## config.mk

```make
export PLATFORM = sky130hd
export DESIGN_NAME = rom_loader
export DESIGN_NICKNAME = d
export VERILOG_FILES = /design/src/rtl/loader_pkg.sv /design/src/rtl/rom_region_decode.sv /design/src/rtl/rom_loader.sv
export SDC_FILE = /design/constraint.sdc
export NUM_CORES = 1
export LEC_CHECK = 0
export CORE_MARGIN = 5
export CORE_UTILIZATION = 50
export CTS_BUF_LIST = sky130_fd_sc_hd__clkbuf_8 sky130_fd_sc_hd__clkbuf_16
export DETAILED_ROUTE_END_ITERATION = 8
export GPL_ROUTABILITY_DRIVEN = 0
export PLACE_DENSITY = 0.93
export SYNTH_ARGS = -nofsm -noshare
export SYNTH_HDL_FRONTEND = slang
export SYNTH_SLANG_ARGS = --single-unit
```

## constraint.sdc

```tcl
create_clock -name clk_sys -period 3.8 [get_ports clk_sys]
set_input_delay 0.57 -clock clk_sys [delete_from_list [all_inputs] [get_ports clk_sys]]
set_output_delay 0.57 -clock clk_sys [all_outputs]
set_load 0.05 [all_outputs]
```

## src/rtl/loader_pkg.sv

```systemverilog
// Shared types and constants for the ROM download loader: FSM states,
// region select bit positions, default region bases and ioctl indices.
package loader_pkg;

    typedef enum logic [1:0] {
        ST_IDLE  = 2'd0,
        ST_WR_LO = 2'd1,
        ST_WR_HI = 2'd2
    } loader_state_t;

    // Bit positions inside the one-hot rom_sel vector {pal,gfx,snd,cpu}
    localparam int REGION_CPU = 0;
    localparam int REGION_SND = 1;
    localparam int REGION_GFX = 2;
    localparam int REGION_PAL = 3;

    // Default byte offsets of each region inside the downloaded image
    localparam logic [26:0] DEF_CPU_BASE = 27'h00000;
    localparam logic [26:0] DEF_SND_BASE = 27'h10000;
    localparam logic [26:0] DEF_GFX_BASE = 27'h18000;
    localparam logic [26:0] DEF_PAL_BASE = 27'h50000;
    localparam logic [26:0] DEF_END_ADDR = 27'h50400;

    // ioctl index values
    localparam logic [7:0] IDX_ROM = 8'd0;
    localparam logic [7:0] IDX_DIP = 8'd254;

endpackage

```

## src/rtl/rom_region_decode.sv

```systemverilog
// Combinational image-address to region decoder: one-hot select, offset
// relative to the region base (18 bits), and a valid flag for in-image bytes.
module rom_region_decode
    import loader_pkg::*;
#(
    parameter logic [26:0] CPU_BASE = DEF_CPU_BASE,
    parameter logic [26:0] SND_BASE = DEF_SND_BASE,
    parameter logic [26:0] GFX_BASE = DEF_GFX_BASE,
    parameter logic [26:0] PAL_BASE = DEF_PAL_BASE,
    parameter logic [26:0] END_ADDR = DEF_END_ADDR
) (
    input  logic [26:0] addr,
    output logic [3:0]  sel,
    output logic [17:0] rel_addr,
    output logic        valid
);

    // Region lookup; the subtraction is done modulo 2^18 which equals the
    // truncated full-width difference.
    always_comb begin
        sel      = 4'b0000;
        rel_addr = 18'd0;
        valid    = 1'b0;
        if (addr < SND_BASE) begin
            sel[REGION_CPU] = 1'b1;
            rel_addr        = addr[17:0] - CPU_BASE[17:0];
            valid           = 1'b1;
        end else if (addr < GFX_BASE) begin
            sel[REGION_SND] = 1'b1;
            rel_addr        = addr[17:0] - SND_BASE[17:0];
            valid           = 1'b1;
        end else if (addr < PAL_BASE) begin
            sel[REGION_GFX] = 1'b1;
            rel_addr        = addr[17:0] - GFX_BASE[17:0];
            valid           = 1'b1;
        end else if (addr < END_ADDR) begin
            sel[REGION_PAL] = 1'b1;
            rel_addr        = addr[17:0] - PAL_BASE[17:0];
            valid           = 1'b1;
        end else begin
            sel      = 4'b0000;
            rel_addr = 18'd0;
            valid    = 1'b0;
        end
    end

endmodule

```

## src/rtl/rom_loader.sv

```systemverilog
// Splits 16-bit HPS ioctl download words into two byte writes towards the
// game ROM regions, captures DIP switch bytes, and sequences core reset.
module rom_loader #(
    parameter logic [26:0] CPU_BASE = loader_pkg::DEF_CPU_BASE,
    parameter logic [26:0] SND_BASE = loader_pkg::DEF_SND_BASE,
    parameter logic [26:0] GFX_BASE = loader_pkg::DEF_GFX_BASE,
    parameter logic [26:0] PAL_BASE = loader_pkg::DEF_PAL_BASE,
    parameter logic [26:0] END_ADDR = loader_pkg::DEF_END_ADDR
) (
    input  logic        clk_sys,
    input  logic        reset,
    input  logic        ioctl_download,
    input  logic [7:0]  ioctl_index,
    input  logic        ioctl_wr,
    input  logic [26:0] ioctl_addr,
    input  logic [15:0] ioctl_dout,
    output logic        ioctl_wait,
    output logic [17:0] rom_addr,
    output logic [7:0]  rom_data,
    output logic        rom_we,
    output logic [3:0]  rom_sel,
    output logic [7:0]  dsw0,
    output logic [7:0]  dsw1,
    output logic        load_done,
    output logic        core_reset
);
    import loader_pkg::*;

    loader_state_t state_r;
    logic [26:0]   addr_r;
    logic [7:0]    data_hi_r;
    logic          dl_prev_r;
    logic          done_pend_r;

    logic [26:0]   dec_addr_s;
    logic [3:0]    dec_sel_s;
    logic [17:0]   dec_rel_s;
    logic          dec_valid_s;
    logic          dl_s;
    logic          dl_rise_s;
    logic          dl_fall_s;
    logic          rom_wr_s;
    logic          dip_wr_s;

    assign dl_s      = ioctl_download & (ioctl_index == IDX_ROM);
    assign dl_rise_s = dl_s & ~dl_prev_r;
    assign dl_fall_s = ~dl_s & dl_prev_r;
    assign rom_wr_s  = ioctl_wr & dl_s;
    assign dip_wr_s  = ioctl_wr & (ioctl_index == IDX_DIP) & (ioctl_addr[24:3] == 22'd0);

    // Decoder input: the incoming word address when a new word arrives,
    // otherwise the odd byte of the latched word.
    always_comb begin
        dec_addr_s = ioctl_addr;
        if (state_r == ST_IDLE) begin
            dec_addr_s = ioctl_addr;
        end else begin
            dec_addr_s = addr_r + 27'd1;
        end
    end

    rom_region_decode #(
        .CPU_BASE (CPU_BASE),
        .SND_BASE (SND_BASE),
        .GFX_BASE (GFX_BASE),
        .PAL_BASE (PAL_BASE),
        .END_ADDR (END_ADDR)
    ) u_decode (
        .addr     (dec_addr_s),
        .sel      (dec_sel_s),
        .rel_addr (dec_rel_s),
        .valid    (dec_valid_s)
    );

    // Word-split FSM; the low byte is issued on the latch edge so the first
    // strobe appears one cycle after ioctl_wr, the high byte one cycle later.
    always_ff @(posedge clk_sys) begin
        if (reset) begin
            state_r    <= ST_IDLE;
            addr_r     <= 27'd0;
            data_hi_r  <= 8'd0;
            ioctl_wait <= 1'b0;
            rom_we     <= 1'b0;
            rom_sel    <= 4'b0000;
            rom_addr   <= 18'd0;
            rom_data   <= 8'd0;
        end else begin
            case (state_r)
                ST_IDLE: begin
                    if (rom_wr_s) begin
                        addr_r     <= ioctl_addr;
                        data_hi_r  <= ioctl_dout[15:8];
                        rom_we     <= dec_valid_s;
                        rom_sel    <= dec_sel_s;
                        rom_addr   <= dec_rel_s;
                        rom_data   <= ioctl_dout[7:0];
                        ioctl_wait <= 1'b1;
                        state_r    <= ST_WR_LO;
                    end else begin
                        rom_we     <= 1'b0;
                        rom_sel    <= 4'b0000;
                        ioctl_wait <= 1'b0;
                        state_r    <= ST_IDLE;
                    end
                end
                ST_WR_LO: begin
                    rom_we     <= dec_valid_s;
                    rom_sel    <= dec_sel_s;
                    rom_addr   <= dec_rel_s;
                    rom_data   <= data_hi_r;
                    ioctl_wait <= 1'b1;
                    state_r    <= ST_WR_HI;
                end
                ST_WR_HI: begin
                    rom_we     <= 1'b0;
                    rom_sel    <= 4'b0000;
                    ioctl_wait <= 1'b0;
                    state_r    <= ST_IDLE;
                end
                default: begin
                    rom_we     <= 1'b0;
                    rom_sel    <= 4'b0000;
                    ioctl_wait <= 1'b0;
                    state_r    <= ST_IDLE;
                end
            endcase
        end
    end

    // DIP switch byte capture from index-254 writes to bytes 0 and 1.
    always_ff @(posedge clk_sys) begin
        if (reset) begin
            dsw0 <= 8'hFF;
            dsw1 <= 8'hFF;
        end else if (dip_wr_s) begin
            case (ioctl_addr[2:0])
                3'd0:    dsw0 <= ioctl_dout[7:0];
                3'd1:    dsw1 <= ioctl_dout[7:0];
                default: dsw0 <= dsw0;
            endcase
        end else begin
            dsw0 <= dsw0;
            dsw1 <= dsw1;
        end
    end

    // Download completion tracking; an end of download seen mid-word is held
    // pending until the last byte has been written.
    always_ff @(posedge clk_sys) begin
        if (reset) begin
            dl_prev_r   <= 1'b0;
            done_pend_r <= 1'b0;
            load_done   <= 1'b0;
            core_reset  <= 1'b1;
        end else begin
            dl_prev_r  <= dl_s;
            core_reset <= ~load_done | dl_s | (state_r != ST_IDLE);
            if (dl_rise_s) begin
                load_done   <= 1'b0;
                done_pend_r <= 1'b0;
            end else if ((state_r == ST_IDLE) && (dl_fall_s || done_pend_r)) begin
                load_done   <= 1'b1;
                done_pend_r <= 1'b0;
            end else if (dl_fall_s) begin
                done_pend_r <= 1'b1;
            end else begin
                done_pend_r <= done_pend_r;
            end
        end
    end

endmodule

```

# Word level (Yosys, flattened, before mapping)
# Index checks and enable logic that the tools add are counted.
[classes]
add_sub_neg = 3
mul = 0
n_div = 0
n_lt_le_gt_ge = 4
eq_ne = 4
n_shift = 0
mux = 27
n_bitwise = 11
reduce_logical = 14
[op_table]
columns = ["operator", "n"]
rows = [
  ["$mux 18", 5],
  ["$lt 27x17->1 const B", 2],
  ["$lt 27x19->1 const B", 2],
  ["$pmux 18 s2", 1],
  ["$sub 18x17->18 const B", 2],
  ["$add 27x1->27 const B", 1],
  ["$mux 27", 1],
  ["$logic_not 22->1", 1],
  ["$pmux 8 s2", 1],
  ["$mux 1", 11],
  ["$eq 8x8->1 const B", 1],
  ["$logic_not 8->1", 1],
  ["$mux 8", 1],
  ["$pmux 4 s2", 1],
  ["$reduce_and 2->1", 4],
  ["$and 1x1->1", 6],
  ["$mux 4", 1],
  ["$pmux 1 s2", 2],
  ["$pmux 2 s2", 1],
  ["$reduce_bool 2->1", 2],
  ["$eq 3x1->1 const B", 1],
  ["$logic_not 3->1", 1],
  ["$mux 3", 1],
  ["$not 1->1", 3],
  ["9 further kinds", 10],
]
[totals]
reg_bits = 89
latchBits = 0
ramBits = 0
romBits = 0
in_bits = 55
out_inout_bits = 50
word_cells = 77
n_memories = 0

# Depth between registers and ports, before layout
# Gate-level depths: netlist of the first run.
[depth]
ltp_word = 9
mapped_depth = 10

# Cells and area by module
# Synthesis of the first run repeated with hierarchy kept, for this count alone.
[hier_totals]
hier_cells = 582
hier_area_um2 = 4385.5
[by_module_without_submodules]
columns = ["mod", "instances", "cells_each", "area_per_inst_um2"]
rows = [
  ["rom_loader", 1, 527, 4038.9],
  ["rom_region_decode", 1, 55, 346.6],
]

# Least setup slack after synthesis of the first run
# OpenSTA, ideal clock, no wires.
[synth_path]
kind = "in2reg"
from = "input port ioctl_index[5]"
to = "register rom_addr[16]"
arrival_time_ns = 2.640
slack_ns = 1.063
path_stages = 8
path_buffers = 2
cell_sequence = "nor4b_1 nand2_1 or3_1 clkbuf_1 and2_1 or4_4 buf_6 o41ai_4"
[synth_between]
elab_chain_len = 5
[synth_lines]
columns = ["element", "line", "source"]
rows = [
  ["start, declared", "rom_loader.sv:13", "input logic [7:0] ioctl_index,"],
  ["$logic_not 8->1", "rom_loader.sv:45", "assign dl_s = ioctl_download & (ioctl_index == IDX_ROM);"],
  ["$and 1x1->1", "rom_loader.sv:45", ""],
  ["$and 1x1->1", "rom_loader.sv:48", "assign rom_wr_s = ioctl_wr & dl_s;"],
  ["$ne 2x2->1 (no line)", "-", ""],
  ["$reduce_and 2->1 (no line)", "-", ""],
  ["end signal, assigned", "rom_loader.sv:95", "rom_addr <= dec_rel_s;"],
  ["end signal, assigned", "rom_loader.sv:109", "rom_addr <= dec_rel_s;"],
  ["end, declared", "rom_loader.sv:18", "output logic [17:0] rom_addr,"],
]
# Every way passes these cells.
# A chain may end at the register's enable or synchronous reset.

# Worst setup path in the final report of the first run
[layout_path]
from = "register addr_r[0]"
to = "register rom_addr[7]"
[layout_between]
elab_chain_len = 9
word_cells_on_any_way = 14
classes_between = "add/sub (3); order compare (4); mux (7)"
[layout_lines]
columns = ["element", "line", "source"]
rows = [
  ["start, declared", "rom_loader.sv:30", "logic [26:0] addr_r;"],
  ["start signal, assigned", "rom_loader.sv:91", "addr_r <= ioctl_addr;"],
  ["$add 27x1->27 (*)", "rom_loader.sv:58", "dec_addr_s = addr_r + 27'd1;"],
  ["$mux 27 (*)", "rom_loader.sv:55", "if (state_r == ST_IDLE) begin"],
  ["$lt 27x19->1 or $sub 18x17->18 (tied branches)", "rom_region_decode.sv:36, rom_region_decode.sv:30, rom_region_decode.sv:38", ""],
  ["$mux 18", "rom_region_decode.sv:36", "end else if (addr < END_ADDR) begin"],
  ["$mux 18", "rom_region_decode.sv:32", "end else if (addr < PAL_BASE) begin"],
  ["$mux 18", "rom_region_decode.sv:28", "end else if (addr < GFX_BASE) begin"],
  ["$mux 18 (*)", "rom_region_decode.sv:24", "if (addr < SND_BASE) begin"],
  ["$mux 18", "rom_loader.sv:90", "if (rom_wr_s) begin"],
  ["$pmux 18 s2 (*)", "rom_loader.sv:88", "case (state_r)"],
]
# Mark *: on every way between the ends. The rest lies on a longest branch, timed or not. The select of a mux whose other input is x is not followed.

==> results of run 1 <==
final cells by class:
type / instances / area (um2)
multi-input combinational: 383 / 2210
fill: 637 / 2680
sequential: 89 / 1780
clock buffer: 9 / 124
timing repair buffer: 113 / 1100
clock inverter: 7 / 78.8
inverter: 6 / 22.5
tap: 105 / 131
power by group:
group	leakage (nW)	switching, mW	internal [mW]	total (mW)
logic	1.10	0.0624	0.0632	0.126
clock network	0.0925	0.361	0.309	0.671
registers	0.717	0.000454	0.932	0.933
total	1.91	0.424	1.30	1.73
registers in the layout, summed over array words and instances (netlist names):
signal	flops
rom_sel	4
load_done	1
dsw0	8
rom_we	1
core_reset	1
ioctl_wait	1
dsw1	8
rom_addr	18
dl_prev_r	1
data_hi_r	8
done_pend_r	1
rom_data	8
state_r	2
addr_r	27
logic make-up (layout without fill, tap and decap cells):
family	Yosys count	count (layout)	synth area share, %
buffers and inverters	37	135	3.95
adder cells (fa/ha/maj)	1	1	0.302
multiplexers	7	7	1.69
AO/OA/AOI/OAI	111	111	18.7
AND/OR/NAND/NOR	247	247	28.8
flip-flops	89	89	42.9
XOR/XNOR	17	17	3.59
layout by cell type (no fill, tap or decap), types with 2 or more instances in the layout:
| master | synthesis | routed |
|---|---|---|
| a211o_1 | 19 | 19 |
| a211oi_1 | 2 | 2 |
| a21oi_1 | 48 | 48 |
| a311oi_1 | 2 | 2 |
| a31oi_1 | 2 | 2 |
| and2_1 | 2 | 2 |
| and3_1 | 11 | 11 |
| buf_4 | 0 | 9 |
| clkbuf_8 | 0 | 9 |
| clkdlybuf4s50_1 | 0 | 103 |
| clkinvlp_4 | 0 | 3 |
| dfxtp_1 | 89 | 89 |
| inv_1 | 6 | 6 |
| inv_6 | 0 | 2 |
| mux2i_1 | 7 | 7 |
| nand2_1 | 109 | 109 |
| nand2b_1 | 3 | 3 |
| nand3_1 | 11 | 11 |
| nand4_1 | 8 | 8 |
| nand4b_1 | 2 | 2 |
| nor2_1 | 49 | 48 |
| nor2b_1 | 9 | 9 |
| nor3_1 | 7 | 6 |
| nor4_1 | 19 | 19 |
| nor4_2 | 2 | 2 |
| o21ai_0 | 9 | 9 |
| o31ai_1 | 13 | 13 |
| o31ai_2 | 3 | 3 |
| o41ai_2 | 2 | 2 |
| or3_1 | 5 | 5 |
| or4_4 | 2 | 2 |
| xnor2_1 | 7 | 7 |
| xor2_1 | 10 | 10 |
per-stage QoR:
| step | power [mW] | hold WS, ns | std cells | area [um2] | utilization (%) |
|---|---|---|---|---|---|
| 2_1_floorplan | 0.999 | 0.437 | 509 | 4150 | - |
| 3_3_place_gp | 1.07 | 0.435 | 696 | 5250 | 64.5 |
| 3_5_place_dp | 1.08 | 0.447 | 696 | 5250 | 64.5 |
| 4_1_cts | 1.74 | 0.460 | 712 | 5450 | 67.0 |
| 5_1_grt | 1.78 | 0.484 | 712 | 5450 | 67.0 |
| 6_report | 1.73 | 0.462 | 712 | 5450 | 67.0 |
worst max-delay path by stage:
| stage | startpoint | endpoint | slack, ns | cells past startpoint |
|---|---|---|---|---|
| after floorplan | ioctl_index[5] | rom_addr[16] | 1.06 | 8 |
| after global placement | ioctl_index[5] | rom_addr[8] | 0.68 | 7 |
| after detailed placement | ioctl_index[5] | rom_addr[7] | 0.59 | 7 |
| after CTS | addr_r[0] | rom_addr[7] | 0.69 | 8 |
| after global routing | addr_r[0] | rom_addr[8] | 0.48 | 8 |
| final | addr_r[0] | rom_addr[7] | 0.62 | 8 |
critical path, cell delays in order (launching register included):
cell and delay [ns]:
dfxtp_1 0.48, ha_1 0.31, nand4_1 0.24, nor4_4 0.54, nand3_2 0.15, mux2i_1 0.19
a21oi_1 0.14, or4_4 0.66, o41ai_2 0.37
metal layers:
metal  vias up  track usage, %
li1       1980               -
met1      1962            29.2
met2       199            40.0
met3        34            4.64
met4         0            9.41
met5         -               0
==> results.toml, run 1 <==
[status]
status = "completed"

[floorplan]
initial_utilization_pct = 51.0
num_rows = 33
core_area_um2 = 8130
die_h_um = 101
io-pin-count = 105
die_area_um2 = 10200
die_x_um = 101

[route]
top_layer = "met4"
totalWireLength_um = 11800
drt_first_iter_violations = 295
wl_met2_um = 5740
ant_nets = 0
via_per_inst = 5.86
met3_wirelength_um = 1020
vias = 4175
drt-met1-wl_um = 4710
firstDrtPassIters = 5
avgRoutedWirePerCell_um = 16.6
drc = 0

[setup_path]
crit_type = "register to register"
rrSetupSlack_ns = 0.62
rr_startpoint = "addr_r[0]"
timing.rr.end = "rom_addr[7]"
cp-start-kind = "register"
cp.required_ns = 4.08
ff2ff_path_depth = 8
worstPathArrival_ns = 3.46
crit_path_end_kind = "register"
crit_fanout = 22

[clock_network]
cts_resized = 0
postCtsHoldBufs = 0
cts_setup_buffers = 0
insertion_delay_ns = 0.37
cts_buffers = 9
cts-htree-levels = 3
clk_pin_slew_ns = 0.10
cts_root_buf = "clkbuf_8"
cts.sinks = 89
cts_tree = "done"
clockBufferDepth = 2

[finish]
layout.nets = 658
areaGrowthSynthToFinish_pct = 31.4
antenna_cells = 0
drive_above_1_share_pct = 7.08

[place]
place_hpwl_um = 8600
dp_slack_ns = 0.587
port_buffers = 104

[yosys]
async_reset_ff_share_pct = 0
post-synth-top-count-cell = "nand2_1"
ys_ff_latch = 89
yosys_warnings = 0
ys_types = 52
ys_seq_area_share_pct = 42.9
ys_top_cells_by_area = "dfxtp_1 43%, nand2_1 9.9%, a21oi_1 5.8%, nor2_1 4.4%, a211o_1 4.0%"
syn-num-nets = 565
synth_edf_count = 0
syn_area_um2 = 4150
syn_avg_cell_area_um2 = 8.15
yosysTopAreaCell = "dfxtp_1"
syn_inst = 509
synth_top_cell_area_share_pct = 42.9
synthTopCellsByCount = "109 x nand2_1, 89 x dfxtp_1, 49 x nor2_1, 48 x a21oi_1, 24 x clkbuf_1"
ys.flop_type = "dfxtp_1"

[timing]
fin_skew_ns = 0.0141
slew_viol_final = 0
worst_slack_ns = 0.622
worst_pin_slew_ns = 1.18
post-route-period-util_pct = 83.6
finalHoldViolCount = 0
setup_viol = 0
max_freq_mhz = 315
tns_ns = 0
rsz0062_at_grt = "false"
min_period_ns = 3.18
slew_headroom_pct = 21.0

[global_route]
grt_pass1_wl_um = 19400
antenna_found_initial = 0
grt_max_degree = 45
grtUsageTotal_pct = 23.6
gr-total-overflow = 0
grt_pass1_vias = 3988

[power_and_ir_drop]
ir_worst_vdd_mv = 0.205
power_leakage_nw = 1.91
powerDensity_nw_per_um2 = 317

[job]
drv_cap = 0

[worst_hold_path]
hold_path_depth = 2
hp-class = "register to register"
hold_end = "data_hi_r[2]"
hold_path_startpoint = "data_hi_r[2]"
No activity file was read; power rests on OpenSTA's default activity.
==> inputs of run 2 (changes only) <==
- CORE_UTILIZATION: 50 -> 49
- PLACE_DENSITY: 0.93 -> 0.92
- clock period: 3.8 -> 3.2 ns (I/O delays scaled with it)
==> run 2 against run 1 <==
  * Count of clock-buffer cells in the layout did not move
  * Power is 16% higher
  * Fmax grew 6.7%
  * Critical path type unchanged
  * Critical endpoint is now rom_addr[8]
==> results.toml, run 2 (synthesized netlist as in run 1, its figures left out) <==
[timing]
max_freq_mhz = 336
slew_headroom_pct = 17.6
worst_pin_slew_ns = 1.23
setup_viol = 0
tns_ns = 0
finalHoldViolCount = 0
slew_viol_final = 0
rsz0062_at_grt = "false"
fin_skew_ns = 0.00991
min_period_ns = 2.98
post-route-period-util_pct = 93.1

[status]
status = "completed"

[global_route]
grtUsageTotal_pct = 23.0
gr-total-overflow = 0
grt_pass1_wl_um = 19300
grt_max_degree = 51
grt_pass1_vias = 4018
antenna_found_initial = 0

[setup_path]
cpPeakStageDelay_ns = 0.65
cp_cell_sequence = "ha_1 -> nand4_1 -> nor4_4 -> nand3_2 -> mux2i_1 -> a21oi_1 -> or4_4 -> o41ai_2"
worstPathArrival_ns = 3.25
critPathSlowestCell = "or4_4"
cp.required_ns = 3.47
crit_fanout = 22
crit_path_end_kind = "register"
cp-start-kind = "register"
crit_type = "register to register"

[place]
dp_cells = 697
port_buffers = 104
place_hpwl_um = 8520

[finish]
stdcell_count = 713
layout_commonest_cell = "nand2_1"
antenna_cells = 0
largest_register_ffs = 27
areaGrowthSynthToFinish_pct = 31.9
top_regs = "addr_r: 27 flops, rom_addr: 18 flops"
drive_above_1_share_pct = 7.40
layout_common_cells = "109 x nand2_1, 103 x clkdlybuf4s50_1, 89 x dfxtp_1, 48 x nor2_1, 48 x a21oi_1"
layout.nets = 659
regMostFlops = "addr_r"

[floorplan]
core_area_um2 = 8220
initial_utilization_pct = 50.5
die_h_um = 102
die_area_um2 = 10400
io-pin-count = 105
num_rows = 33
die_x_um = 102

[route]
firstDrtPassIters = 5
drc = 0
vias = 4201
via_per_inst = 5.89
drt_first_iter_violations = 402
avgRoutedWirePerCell_um = 16.4
ant_nets = 0
totalWireLength_um = 11700

[clock_network]
clk_pin_slew_ns = 0.09
cts_tree = "done"
insertion_delay_ns = 0.37
clockBufferDepth = 2
cts-htree-levels = 3
cts_root_buf = "clkbuf_8"
cts.sinks = 89
cts_buffers = 9
postCtsHoldBufs = 0

[power_and_ir_drop]
p_clk_share_pct = 37.4
power_leakage_nw = 1.92
power_switching_share_pct = 26.1
p_int_mw = 1.48
comb_power_share_pct = 7.4
power_switching_mw = 0.524
pwr-share-seq_pct = 55.3
powerDensity_nw_per_um2 = 366
ir_worst_vdd_mv = 0.263

[job]
drv_cap = 0

[worst_hold_path]
hp-class = "register to register"
-- run 2: changes by cell type in the layout (fill, tap and decap cells not counted), sizes merged --
cell	previous run	this run
clkinvlp	3	1
inv	8	10
buf	10	11
bufinv	1	0
clkinv	1	2
-- run 2: layout make-up --
class / count / area, um2
multi-input cells: 383 / 2220
fillers: 622 / 2740
clock buffers: 9 / 124
inverters: 6 / 22.5
repair buffers: 114 / 1140
flip-flops and latches: 89 / 1780
well taps: 105 / 131
clock inverters: 7 / 61.3
-- run 2: timing repair --
item,4_1_cts,5_1_grt
gates resized for setup,0,1
setup buffers,0,0
endpoints found under the setup margin,0,2
-- run 2: metal layers --
metal	track usage [%]	share of wire [%]	vias up
li1	-	-	1990
met1	29.5	40	1975
met2	38.1	49	207
met3	4.16	7.9	29
met4	9.79	2.7	0
met5	0	0	-
-- run 2: path summary, 6_finish.rpt --
check | from | endpoint | slack [ns] | cells past startpoint
worst max register to register | addr_r[0] | rom_addr[8] | 0.22 | 8
worst min-delay path | load_done | core_reset | 0.45 | 1
worst max-delay path | addr_r[0] | rom_addr[8] | 0.22 | 8
worst min register to register | load_done | core_reset | 0.45 | 1
-- run 2: per-stage QoR --
stage                     hold WS, ns  util, %  setup WS (ns)  area, um2  power [mW]
after floorplan                 0.437        -          0.553       4150        1.19
after detailed placement        0.425     64.3         0.0309       5280        1.28
after global routing            0.490     66.6         0.0230       5470        2.07
after CTS                       0.450     66.5          0.195       5470        2.00
after global placement          0.422     64.3          0.139       5280        1.28
final                           0.449     66.6          0.221       5470        2.00
-- run 2: power by group through the flow --
stage                     Combinational, mW  Clock [mW]  Sequential (mW)
after detailed placement              0.145           0             1.13
after global placement                0.142           0             1.13
after global routing                  0.157       0.804             1.11
final                                 0.148       0.749             1.11
after CTS                             0.146       0.749             1.11
after floorplan                      0.0521           0             1.13
-- run 2: worst max-delay path: cells and delay by family, from the launching register on --
kind	cells	cell delay, ns
fa+ha+maj	1	0.31
flops	1	0.47
simple gates	4	1.41
compound gates	2	0.49
mux	1	0.20
